===== src/rtl/fetch_module.sv =====
// Instruction-fetch stage of the LC-3b pipeline: owns the PC, runs the
// instruction-memory read handshake, and feeds decode through the IF/ID
// register, with a one-entry skid buffer for responses that arrive during a
// stall and a drain state for reads left outstanding by a squash.
module fetch_module #(
    parameter logic [15:0] RESET_PC = 16'h0000
) (
    input  logic        clk,
    input  logic        reset_n,
    input  logic        squash_instruction,
    input  logic [15:0] br_target,
    input  logic        stall,
    output logic        imem_read,
    output logic [15:0] imem_address,
    input  logic        imem_resp,
    input  logic [15:0] imem_rdata,
    output logic        if_valid,
    output logic [15:0] if_ir,
    output logic [15:0] if_pc
);

    typedef enum logic [1:0] {
        START,
        FETCH,
        HOLD,
        DRAIN
    } state_t;

    state_t      state;
    state_t      state_next;
    logic [15:0] pc;
    logic [15:0] pc_next;
    logic [15:0] fetch_addr;
    logic [15:0] fetch_addr_next;
    logic [15:0] hold_ir;
    logic [15:0] hold_ir_next;
    logic [15:0] hold_pc;
    logic [15:0] hold_pc_next;
    logic        valid_next;
    logic [15:0] ir_next;
    logic [15:0] pc_out_next;

    logic [15:0] target;
    logic [15:0] seq_addr;

    // Redirect targets are halfword aligned; sequential fetch wraps modulo 2^16.
    assign target   = {br_target[15:1], 1'b0};
    assign seq_addr = fetch_addr + 16'd2;

    // State register together with the PC, read address, skid buffer and IF/ID register.
    always_ff @(posedge clk or negedge reset_n) begin
        if (!reset_n) begin
            state      <= START;
            pc         <= RESET_PC;
            fetch_addr <= RESET_PC;
            hold_ir    <= 16'h0000;
            hold_pc    <= 16'h0000;
            if_valid   <= 1'b0;
            if_ir      <= 16'h0000;
            if_pc      <= 16'h0000;
        end else begin
            state      <= state_next;
            pc         <= pc_next;
            fetch_addr <= fetch_addr_next;
            hold_ir    <= hold_ir_next;
            hold_pc    <= hold_pc_next;
            if_valid   <= valid_next;
            if_ir      <= ir_next;
            if_pc      <= pc_out_next;
        end
    end

    // Next-state and datapath update; a squash beats everything, including stall.
    always_comb begin
        state_next      = state;
        pc_next         = pc;
        fetch_addr_next = fetch_addr;
        hold_ir_next    = hold_ir;
        hold_pc_next    = hold_pc;
        valid_next      = if_valid;
        ir_next         = if_ir;
        pc_out_next     = if_pc;

        if (squash_instruction) begin
            pc_next     = target;
            valid_next  = 1'b0;
            ir_next     = 16'h0000;
            pc_out_next = 16'h0000;
            case (state)
                START: begin
                    fetch_addr_next = target;
                    state_next      = FETCH;
                end
                FETCH, DRAIN: begin
                    if (imem_resp) begin
                        fetch_addr_next = target;
                        state_next      = FETCH;
                    end else begin
                        state_next = DRAIN;
                    end
                end
                HOLD: begin
                    fetch_addr_next = target;
                    state_next      = FETCH;
                end
                default: state_next = START;
            endcase
        end else begin
            case (state)
                START: begin
                    fetch_addr_next = pc;
                    state_next      = FETCH;
                end
                FETCH: begin
                    if (imem_resp) begin
                        pc_next = seq_addr;
                        if (stall) begin
                            hold_ir_next = imem_rdata;
                            hold_pc_next = seq_addr;
                            state_next   = HOLD;
                        end else begin
                            fetch_addr_next = seq_addr;
                            valid_next      = 1'b1;
                            ir_next         = imem_rdata;
                            pc_out_next     = seq_addr;
                        end
                    end else if (!stall) begin
                        valid_next  = 1'b0;
                        ir_next     = 16'h0000;
                        pc_out_next = 16'h0000;
                    end
                end
                HOLD: begin
                    if (!stall) begin
                        valid_next      = 1'b1;
                        ir_next         = hold_ir;
                        pc_out_next     = hold_pc;
                        fetch_addr_next = pc;
                        state_next      = FETCH;
                    end
                end
                DRAIN: begin
                    if (imem_resp) begin
                        fetch_addr_next = pc;
                        state_next      = FETCH;
                    end
                    if (!stall) begin
                        valid_next  = 1'b0;
                        ir_next     = 16'h0000;
                        pc_out_next = 16'h0000;
                    end
                end
                default: state_next = START;
            endcase
        end
    end

    // Memory request is live whenever a read is in flight or being issued.
    always_comb begin
        imem_read    = (state == FETCH) || (state == DRAIN);
        imem_address = fetch_addr;
    end

endmodule


===== config.mk =====
export PLATFORM = sky130hd
export DESIGN_NAME = fetch_module
export DESIGN_NICKNAME = d
export VERILOG_FILES = /design/src/rtl/fetch_module.sv
export SDC_FILE = /design/constraint.sdc
export NUM_CORES = 1
export LEC_CHECK = 0
export BUFFER_PORTS_ARGS = -buffer_cell sky130_fd_sc_hd__buf_2
export CORE_MARGIN = 5
export CORE_UTILIZATION = 40
export CTS_CLUSTER_DIAMETER = 80
export DETAILED_ROUTE_END_ITERATION = 16
export PLACE_DENSITY = 0.67
export SYNTH_ARGS = -nofsm -noshare
export SYNTH_HDL_FRONTEND = slang
export SYNTH_SLANG_ARGS = --single-unit

===== constraint.sdc =====
create_clock -name clk -period 3.3 [get_ports clk]
set_input_delay 0.165 -clock clk [delete_from_list [all_inputs] [get_ports clk]]
set_output_delay 0.165 -clock clk [all_outputs]
set_load 0.1 [all_outputs]

==> impl_metrics.py, run 1 <==
metrics = {
    "global_route": {
        "gr-usage-met1": 0.257,
        "grt_pass1_vias": 4146,
        "use_met2": 0.316,
        "grt_util_met3": 0.0359,
        "grt_antenna_before_repair": 1,
        "top_usage_layer": "met2",
        "grt_max_degree": 85,
        "grt_pass1_wl_mm": 22.5,
        "grt_overflow": 0,
        "grt_use_total": 0.194,
    },
    "clocking": {
        "path_clk_slew_ps": 80,
        "cts-resized-gates": 0,
        "cts-htree-levels": 3,
        "cts_tree": "done",
        "clk-insertion-delay-late_ps": 360,
        "cts_buffers": 9,
        "root_buffer": "clkbuf_16",
        "ctsHoldBuffers": 0,
        "clock_sinks": 99,
        "post-cts-setup-buffers": 0,
        "ctsLongestPathBuffers": 2,
    },
    "routing": {
        "drc": 0,
        "drt_first_pass_iters": 5,
        "vias": 4207,
        "ant_nets": 0,
        "vias_per_cell": 5.63,
        "finalWirelength_mm": 13.8,
        "drtIter0Drc": 262,
        "wire_per_inst_um": 18.4,
    },
    "critical_path": {
        "crit_slowest_cell": "dfrtp_1",
        "worst-r2r-cell-count": 4,
        "critical_path_depth": 4,
        "r2r-end": "if_ir[9]$_DFFE_PN0P_",
        "cp.required_ps": 3580,
        "crit_type": "register to register",
        "crit_arrival_ps": 2730,
        "crit_buf_inv": 0,
        "crit_family": "simple AND/OR/NAND/NOR gates",
        "ff2ff_setup_slack_ps": 840,
        "r2r-start": "state[0]$_DFFE_PN0P_",
        "cpPeakStageDelay_ps": 640,
        "path_cells": "nor2b_1 > and2_1 > o211ai_2 > o2bb2ai_1",
        "worstSetupStartpoint": "state[0]$_DFFE_PN0P_",
        "crit_end": "if_ir[9]$_DFFE_PN0P_",
        "crit_fanout": 18,
        "cp-end-kind": "register",
        "start_kind": "register",
    },
    "floorplan": {
        "core_um2": 12500,
        "die-width_um": 123,
        "num_rows": 41,
        "fp.dieH_um": 123,
        "die_area_um2": 15100,
        "ios": 87,
        "initial_core_util": 0.406,
    },
    "outcome": {
        "status": "finished clean",
    },
    "logic_synthesis": {
        "synth_cells": 509,
        "syn_area_per_cell_um2": 9.98,
        "synth-seq-cells": 99,
        "synth_cell_type_count": 54,
        "synth_edf_count": 0,
        "netlist_area_um2": 5080,
        "ys.flop_type": "dfrtp_1",
        "seq_area_frac_synth": 0.488,
        "ys_warn_count": 0,
        "async_flop_share": 1.00,
        "synthesis.nets": 547,
    },
    "finish": {
        "final_common_cell": "dfrtp_1",
        "fillers": 1197,
        "num_antenna_cells": 0,
        "fin_nets": 608,
        "fin_util": 0.470,
        "final_cell_mix": "dfrtp_1 (99), buf_2 (84), nand2_1 (51)",
        "syn2layout_area_growth_pct": 15.7,
        "layout-drive-gt1-share": 0.252,
    },
    "sta": {
        "fin_hold_ws_ps": 5.05,
        "setup_viol": 0,
        "tightestPinTransition_ps": 1070,
        "fmax_mhz": 407,
        "finalCritPeriodShare": 0.744,
        "hold_viol_final": 0,
        "fin_skew_ps": 8.03,
        "worst_slack_ps": 844,
        "slew_violations": 0,
        "layout_min_cycle_time_ps": 2460,
        "setup_tns_ps": 0,
        "grt_setup_unrepaired": "no",
        "maxSlewHeadroom": 0.283,
    },
    "flow_run": {
        "maxCapViolCount": 0,
    },
    "hold_path": {
        "hp-class": "input port to asynchronous set/reset pin",
    },
    "pwr": {
        "power_mw": 3.92,
        "p_leak_nw": 2.59,
        "vdd.ir_drop.worst_uv": 303,
        "powerDensity_nw_per_um2": 667,
    },
    "place": {
        "place_congestion": 0.831,
        "dp_hpwl_mm": 9.38,
        "place_ws_ps": 869,
        "portBuffers": 85,
    },
}
==> per-stage QoR <==
stage,area [um2],cells
after floorplan,5080,509
after global placement,5580,731
after detailed placement,5580,731
after CTS,5880,747
after global routing,5880,747
final,5880,747
==> worst min-delay path by stage <==
stage / from / endpoint / slack [ps] / depth (start not counted)
after floorplan: reset_n / hold_ir[0]$_DFFE_PN0P_ / -130 / 0
after global placement: br_target[6] / pc[6]$_DFFE_PN0P_ / 390 / 3
after detailed placement: br_target[7] / pc[7]$_DFFE_PN0P_ / 390 / 3
after CTS: br_target[7] / pc[7]$_DFFE_PN0P_ / 10 / 3
after global routing: br_target[6] / pc[6]$_DFFE_PN0P_ / 40 / 3
final: reset_n / if_ir[4]$_DFFE_PN0P_ / 5 / 1
==> layer usage <==
metal,vias to the layer above,part of all wire,wire [um]
met4,2,0.016,219
met3,15,0.055,752
li1,1994,-,-
met1,2079,0.43,5970
met5,-,0.00051,7
met2,117,0.50,6810
==> power by group <==
group          switching, mW  leakage, nW  internal (mW)
clock network          0.517        0.142          0.533
logic                  0.942         1.20          0.317
registers              0.186         1.25           1.42
==> cell type report <==
| class | instances | area [um2] | area share |
|---|---|---|---|
| well taps | 172 | 215 | 0.0366 |
| clock buffers | 9 | 225 | 0.0383 |
| inverters | 10 | 37.5 | 0.00639 |
| flip-flops and latches | 99 | 2480 | 0.422 |
| multi-input cells | 356 | 2360 | 0.401 |
| clock inverters | 7 | 67.6 | 0.0115 |
| repair buffers | 94 | 495 | 0.0843 |
==> cells in the mapped netlist (13+ instances only) <==
| master | number | share of area |
|---|---|---|
| dfrtp_1 | 99 | 0.49 |
| nand2_1 | 51 | 0.038 |
| o21ai_0 | 44 | 0.043 |
| nor2_1 | 29 | 0.021 |
| o2bb2ai_1 | 26 | 0.045 |
| o22ai_1 | 22 | 0.027 |
| mux2_2 | 20 | 0.044 |
| clkbuf_1 | 19 | 0.014 |
| nand3_1 | 19 | 0.019 |
| a21oi_1 | 17 | 0.017 |
| buf_2 | 13 | 0.013 |
==> registers in the layout, summed over array words and instances, names as in the netlist <==
signal        cells
state             2
if_valid          1
pc               16
if_pc            16
hold_ir          16
if_ir            16
imem_address     16
hold_pc          16
==> logic make-up (layout without fill, tap and decap cells) <==
logic type / after synthesis / in the layout / share of synthesized area
xor gates and xnor gates: 11 / 11 / 0.0190
adders and majority gates: 1 / 1 / 0.00246
buffers and inverters: 54 / 120 / 0.0493
and+or+nand+nor: 143 / 143 / 0.149
AOI/OAI and AO/OA: 173 / 173 / 0.233
DFF: 99 / 99 / 0.488
muxes: 28 / 28 / 0.0601
Power figures use the tool's default switching activity.
==> run 2: changes to the inputs <==
--- a/config.mk
+++ b/config.mk
@@ -10,7 +10,7 @@
 export CORE_UTILIZATION = 40
 export CTS_CLUSTER_DIAMETER = 80
 export DETAILED_ROUTE_END_ITERATION = 16
-export PLACE_DENSITY = 0.67
+export PLACE_DENSITY = 0.69
 export SYNTH_ARGS = -nofsm -noshare
 export SYNTH_HDL_FRONTEND = slang
 export SYNTH_SLANG_ARGS = --single-unit
==> constraint.sdc (replaced) <==
create_clock -name clk -period 2.07 [get_ports clk]
set_input_delay 0.1035 -clock clk [delete_from_list [all_inputs] [get_ports clk]]
set_output_delay 0.1035 -clock clk [all_outputs]
set_load 0.1 [all_outputs]
==> run 2 against run 1 <==
The run now ends with negative hold slack left. Critical endpoint is now if_pc[2]$_DFFE_PN0P_. Die area did not move. Worst setup slack got worse by 670 ps. Count of clock-buffer cells in the layout did not move. Critical path depth did not move. Largest power group unchanged. Total power rose by 67%. Worst hold slack got worse by 9.4 ps. Cell count rose by 5.2%.
==> impl_metrics.py, run 2 (synthesized netlist as in run 1, its figures left out) <==
metrics = {
    "outcome": {
        "status": "finished with violations",
        "violations": "negative hold slack",
    },
    "routing": {
        "drc": 0,
        "wire_per_inst_um": 18.4,
        "vias": 4447,
        "finalWirelength_mm": 14.4,
        "vias_per_cell": 5.66,
        "ant_nets": 0,
        "drtIter0Drc": 467,
        "drt_first_pass_iters": 5,
    },
    "place": {
        "place_area_um2": 5750,
        "place_congestion": 0.845,
        "dp_hpwl_mm": 10.0,
        "portBuffers": 85,
        "place_inst": 750,
    },
    "pwr": {
        "vdd.ir_drop.worst_uv": 416,
        "p_leak_nw": 2.77,
        "p_clk_frac": 0.282,
        "switching_share": 0.413,
        "p_comb_frac": 0.323,
        "powerDensity_nw_per_um2": 1040,
        "p_int_mw": 3.84,
        "switchingPower_mw": 2.70,
        "seqPwrFrac": 0.395,
    },
    "floorplan": {
        "initial_core_util": 0.406,
        "core_um2": 12500,
        "fp.dieH_um": 123,
        "num_rows": 41,
        "die_area_um2": 15100,
        "die-width_um": 123,
        "ios": 87,
    },
    "sta": {
        "finalCritPeriodShare": 0.914,
        "fin_skew_ps": 9.86,
        "hold_viol_final": 1,
        "setup_tns_ps": 0,
        "tightestPinTransition_ps": 917,
        "setup_viol": 0,
        "maxSlewHeadroom": 0.388,
        "fmax_mhz": 528,
        "layout_min_cycle_time_ps": 1890,
        "grt_setup_unrepaired": "no",
        "slew_violations": 0,
        "fin_hold_ws_ps": -4.36,
    },
    "global_route": {
        "grt_antenna_before_repair": 1,
        "grt_use_total": 0.201,
        "grt_overflow": 0,
        "grt_max_degree": 52,
        "grt_pass1_wl_mm": 23.6,
        "grt_pass1_vias": 4532,
    },
    "finish": {
        "final_cells": 786,
        "num_antenna_cells": 0,
        "fillers": 1170,
        "fin_nets": 647,
        "fin_util": 0.502,
        "syn2layout_area_growth_pct": 23.7,
        "final_common_cell": "dfrtp_1",
        "layout-drive-gt1-share": 0.285,
        "final_cell_mix": "dfrtp_1 (87), buf_2 (84), nand2_1 (51)",
        "post-route-cell-area_um2": 6280,
    },
    "critical_path": {
        "crit_arrival_ps": 2170,
        "start_kind": "register",
        "cp.required_ps": 2350,
        "cp-end-kind": "register",
        "r2r-start": "state[1]$_DFFE_PN0P_",
        "crit_type": "register to register",
        "crit_fanout": 19,
        "worst-r2r-cell-count": 4,
        "r2r-end": "if_pc[2]$_DFFE_PN0P_",
        "ff2ff_setup_slack_ps": 180,
    },
    "clocking": {
        "ctsLongestPathBuffers": 2,
        "post-cts-setup-buffers": 0,
        "clk-insertion-delay-late_ps": 360,
        "root_buffer": "clkbuf_16",
        "cts_buffers": 9,
        "cts_tree": "done",
        "path_clk_slew_ps": 80,
        "cts-htree-levels": 3,
        "clock_sinks": 99,
    },
    "hold_path": {
        "hp-class": "input port to register",
        "holdPathEnd": "pc[5]$_DFFE_PN0P_",
        "hold_start": "br_target[5]",
        "hold_depth": 3,
    },
    "flow_run": {
        "maxCapViolCount": 0,
    },
}
[run 2: cell count changes in the layout (fill, tap and decap cells not counted), sizes merged]
cell	before	now
bufinv	0	1
dlygate4sd3	0	20
clkinvlp	1	0
clkinv	2	1
inv	14	15
buf	94	113
[run 2: layer usage]
layer,GRT usage,wire [um],vias up
met3,0.0507,777,25
met1,0.260,6090,2192
met5,0,13,-
met2,0.327,7180,147
li1,-,-,2081
met4,0.0707,378,2
[run 2: power by group through the flow]
stage          clock, mW  combinational (mW)  sequential [mW]
3_3_place_gp           0                2.05             2.59
2_1_floorplan          0               0.821             3.35
5_1_grt             1.95                2.25             2.64
4_1_cts             1.87                2.12             2.58
3_5_place_dp           0                2.09             2.61
6_report            1.84                2.11             2.58
[run 2: critical path, stage by stage, from the launching register on]
cell and delay (ps):
dfrtp_1 470, nor2b_1 250, a2bb2oi_1 150, o22ai_2 740, o2bb2ai_1 200
[run 2: layout make-up]
class | instances | area, um2 | share of cell area
tap | 172 | 215 | 0.0342
timing repair buffer | 133 | 851 | 0.135
multi-input combinational | 356 | 2360 | 0.376
sequential | 99 | 2490 | 0.397
clock buffer | 9 | 225 | 0.0358
inverter | 10 | 37.5 | 0.00597
clock inverter | 7 | 100 | 0.0159
[run 2: worst max-delay path by stage]
| stage | cells past startpoint | endpoint | startpoint |
|---|---|---|---|
| after CTS | 5 | if_ir[9]$_DFFE_PN0P_ | state[1]$_DFFE_PN0P_ |
| after global placement | 5 | if_ir[9]$_DFFE_PN0P_ | state[1]$_DFFE_PN0P_ |
| final | 4 | if_pc[2]$_DFFE_PN0P_ | state[1]$_DFFE_PN0P_ |
| after global routing | 4 | if_ir[12]$_DFFE_PN0P_ | state[1]$_DFFE_PN0P_ |
| after floorplan | 5 | if_pc[7]$_DFFE_PN0P_ | imem_address[1]$_DFFE_PN0P_ |
| after detailed placement | 5 | if_ir[9]$_DFFE_PN0P_ | state[1]$_DFFE_PN0P_ |
[run 2: per-stage QoR]
stage | power (mW) | setup WS (ps)
6_report | 6.54 | 177
5_1_grt | 6.84 | 57.5
4_1_cts | 6.56 | 12.2
3_5_place_dp | 4.70 | 33.3
3_3_place_gp | 4.63 | 140
2_1_floorplan | 4.17 | -20.9
[run 2: repair_timing]
action | 4_1_cts | 5_1_grt
gates resized for setup | 0 | 1
hold buffers | 19 | 1
hold endpoints to repair | 46 | 1
setup endpoints to repair | 0 | 18
==> run 3: changes to the inputs <==
--- a/config.mk
+++ b/config.mk
@@ -7,10 +7,11 @@
 export LEC_CHECK = 0
 export BUFFER_PORTS_ARGS = -buffer_cell sky130_fd_sc_hd__buf_2
 export CORE_MARGIN = 5
-export CORE_UTILIZATION = 40
+export CORE_UTILIZATION = 25
 export CTS_CLUSTER_DIAMETER = 80
 export DETAILED_ROUTE_END_ITERATION = 16
-export PLACE_DENSITY = 0.69
+export PLACE_DENSITY = 0.5
+export RECOVER_POWER = 25
 export SYNTH_ARGS = -nofsm -noshare
 export SYNTH_HDL_FRONTEND = slang
 export SYNTH_SLANG_ARGS = --single-unit
==> run 3 against run 2 <==
The run now ends clean. Sequential cell count unchanged. Worst hold slack better by 16 ps. Register-to-register slack worse by 20 ps. Clock power down 3%. Cell area up 2.9%. First-iteration DRC count down 54%. Utilization down 18 points. Total power down 0.46%.
==> impl_metrics.py, run 3 (synthesized netlist as in run 1, its figures left out) <==
metrics = {
    "outcome": {
        "status": "finished clean",
    },
    "floorplan": {
        "num_rows": 52,
        "fp.dieH_um": 153,
        "core_um2": 20100,
        "ios": 87,
        "die-width_um": 153,
        "initial_core_util": 0.253,
        "die_area_um2": 23300,
    },
    "global_route": {
        "grt_use_total": 0.133,
        "grt_overflow": 0,
        "top_usage_layer": "met2",
        "gr-usage-met1": 0.165,
        "grt_max_degree": 43,
        "grt_pass1_wl_mm": 24.9,
        "grt_pass1_vias": 4447,
        "grt_util_met3": 0.0349,
        "use_met2": 0.229,
        "grt_antenna_before_repair": 1,
    },
    "sta": {
        "maxSlewHeadroom": 0.223,
        "tightestPinTransition_ps": 1170,
        "hold_viol_final": 0,
        "setup_viol": 0,
        "slew_violations": 0,
        "fmax_mhz": 522,
        "fin_skew_ps": 9.57,
        "layout_min_cycle_time_ps": 1920,
        "grt_setup_unrepaired": "no",
        "finalCritPeriodShare": 0.925,
    },
    "critical_path": {
        "start_kind": "register",
        "cp-end-kind": "register",
        "cp.required_ps": 2370,
        "crit_fanout": 11,
        "crit_type": "register to register",
        "crit_arrival_ps": 2210,
    },
    "finish": {
        "num_antenna_cells": 0,
        "fin_nets": 654,
        "final_common_cell": "dfrtp_1",
        "layout-drive-gt1-share": 0.290,
        "final_cells": 890,
        "syn2layout_area_growth_pct": 27.2,
        "post-route-cell-area_um2": 6460,
        "final_cell_mix": "dfrtp_1 (87), buf_2 (84), nand2_1 (51)",
        "fillers": 2061,
    },
    "place": {
        "dp_hpwl_mm": 11.1,
        "place_congestion": 0.794,
        "place_area_um2": 5950,
        "portBuffers": 85,
        "place_inst": 854,
    },
    "pwr": {
        "powerDensity_nw_per_um2": 1010,
        "vdd.ir_drop.worst_uv": 397,
        "p_leak_nw": 2.81,
    },
    "routing": {
        "drc": 0,
        "ant_nets": 0,
        "vias_per_cell": 4.89,
        "wire_per_inst_um": 17.3,
        "finalWirelength_mm": 15.4,
        "drtIter0Drc": 214,
        "vias": 4348,
        "drt_first_pass_iters": 5,
    },
    "clocking": {
        "clock_sinks": 99,
        "cts_buffers": 9,
        "cts_tree": "done",
        "path_clk_slew_ps": 80,
        "cts-htree-levels": 3,
        "clk-insertion-delay-late_ps": 350,
        "root_buffer": "clkbuf_16",
        "ctsLongestPathBuffers": 2,
        "post-cts-setup-buffers": 0,
    },
    "hold_path": {
        "hp-class": "input port to register",
    },
    "flow_run": {
        "maxCapViolCount": 0,
    },
}
run 3: cell types whose count changed in the layout (fill, tap and decap cells not counted), sizes merged:
cell	delta
dlygate4sd3	+1
clkinv	-1
clkbuf	+2
buf	+4
run 3: worst paths after layout:
kind,from,endpoint,slack (ps),depth (start not counted)
setup / recovery,state[0]$_DFFE_PN0P_,if_pc[5]$_DFFE_PN0P_,150,6
hold / removal,imem_rdata[7],hold_ir[7]$_DFFE_PN0P_,10,2
setup reg to reg,state[0]$_DFFE_PN0P_,if_pc[5]$_DFFE_PN0P_,150,6
hold reg to reg,hold_pc[1]$_DFFE_PN0P_,hold_pc[1]$_DFFE_PN0P_,480,2
max in group asynchronous,reset_n,hold_ir[11]$_DFFE_PN0P_,580,3
min in group asynchronous,reset_n,hold_pc[1]$_DFFE_PN0P_,510,2
run 3: area by class of cell:
class	count	area, um2	share of cell area
Tap cell	270	338	0.0523
Multi-Input combinational cell	356	2370	0.366
Clock buffer	9	225	0.0348
Timing Repair Buffer	140	925	0.143
Sequential cell	99	2490	0.386
Clock inverter	6	78.8	0.0122
Inverter	10	37.5	0.00581
run 3: routing by layer:
layer  vias to the layer above  wire, um
met1                      2147      6620
li1                       2089         -
met5                         -        13
met3                        14       685
met4                         2       282
met2                        96      7840
run 3: repair_timing:
action	4_1_cts	5_1_grt
hold buffers	21	0
resized for setup	0	1
endpoints found under the setup margin	0	17
endpoints found under the hold margin	59	0
run 3: metrics by stage:
| stage | total power [mW] | hold WS, ps | util | worst slack (ps) | setup TNS, ps |
|---|---|---|---|---|---|
| after global routing | 6.85 | 11.1 | 0.322 | 62.5 | 0 |
| final | 6.51 | 11.9 | 0.322 | 155 | 0 |
| after CTS | 6.59 | 0.359 | 0.321 | 89.4 | 0 |
| after floorplan | 4.17 | -192 | - | -20.9 | -20.9 |
| after detailed placement | 4.76 | 155 | 0.296 | 96.0 | 0 |
| after global placement | 4.71 | 149 | 0.296 | 183 | 0 |
run 3: critical path, cell delays in order (launching register included):
cell and delay, ps:
dfrtp_1 440, buf_4 200, nor2b_1 330, buf_4 200
a211oi_1 50, a2111oi_0 420, mux2_2 230
run 3: power by group:
group / internal, mW / total, mW / switching (mW) / leakage, nW
clock network: 0.962 / 1.78 / 0.814 / 0.151
logic: 0.595 / 2.17 / 1.57 / 1.42
registers: 2.28 / 2.57 / 0.284 / 1.24
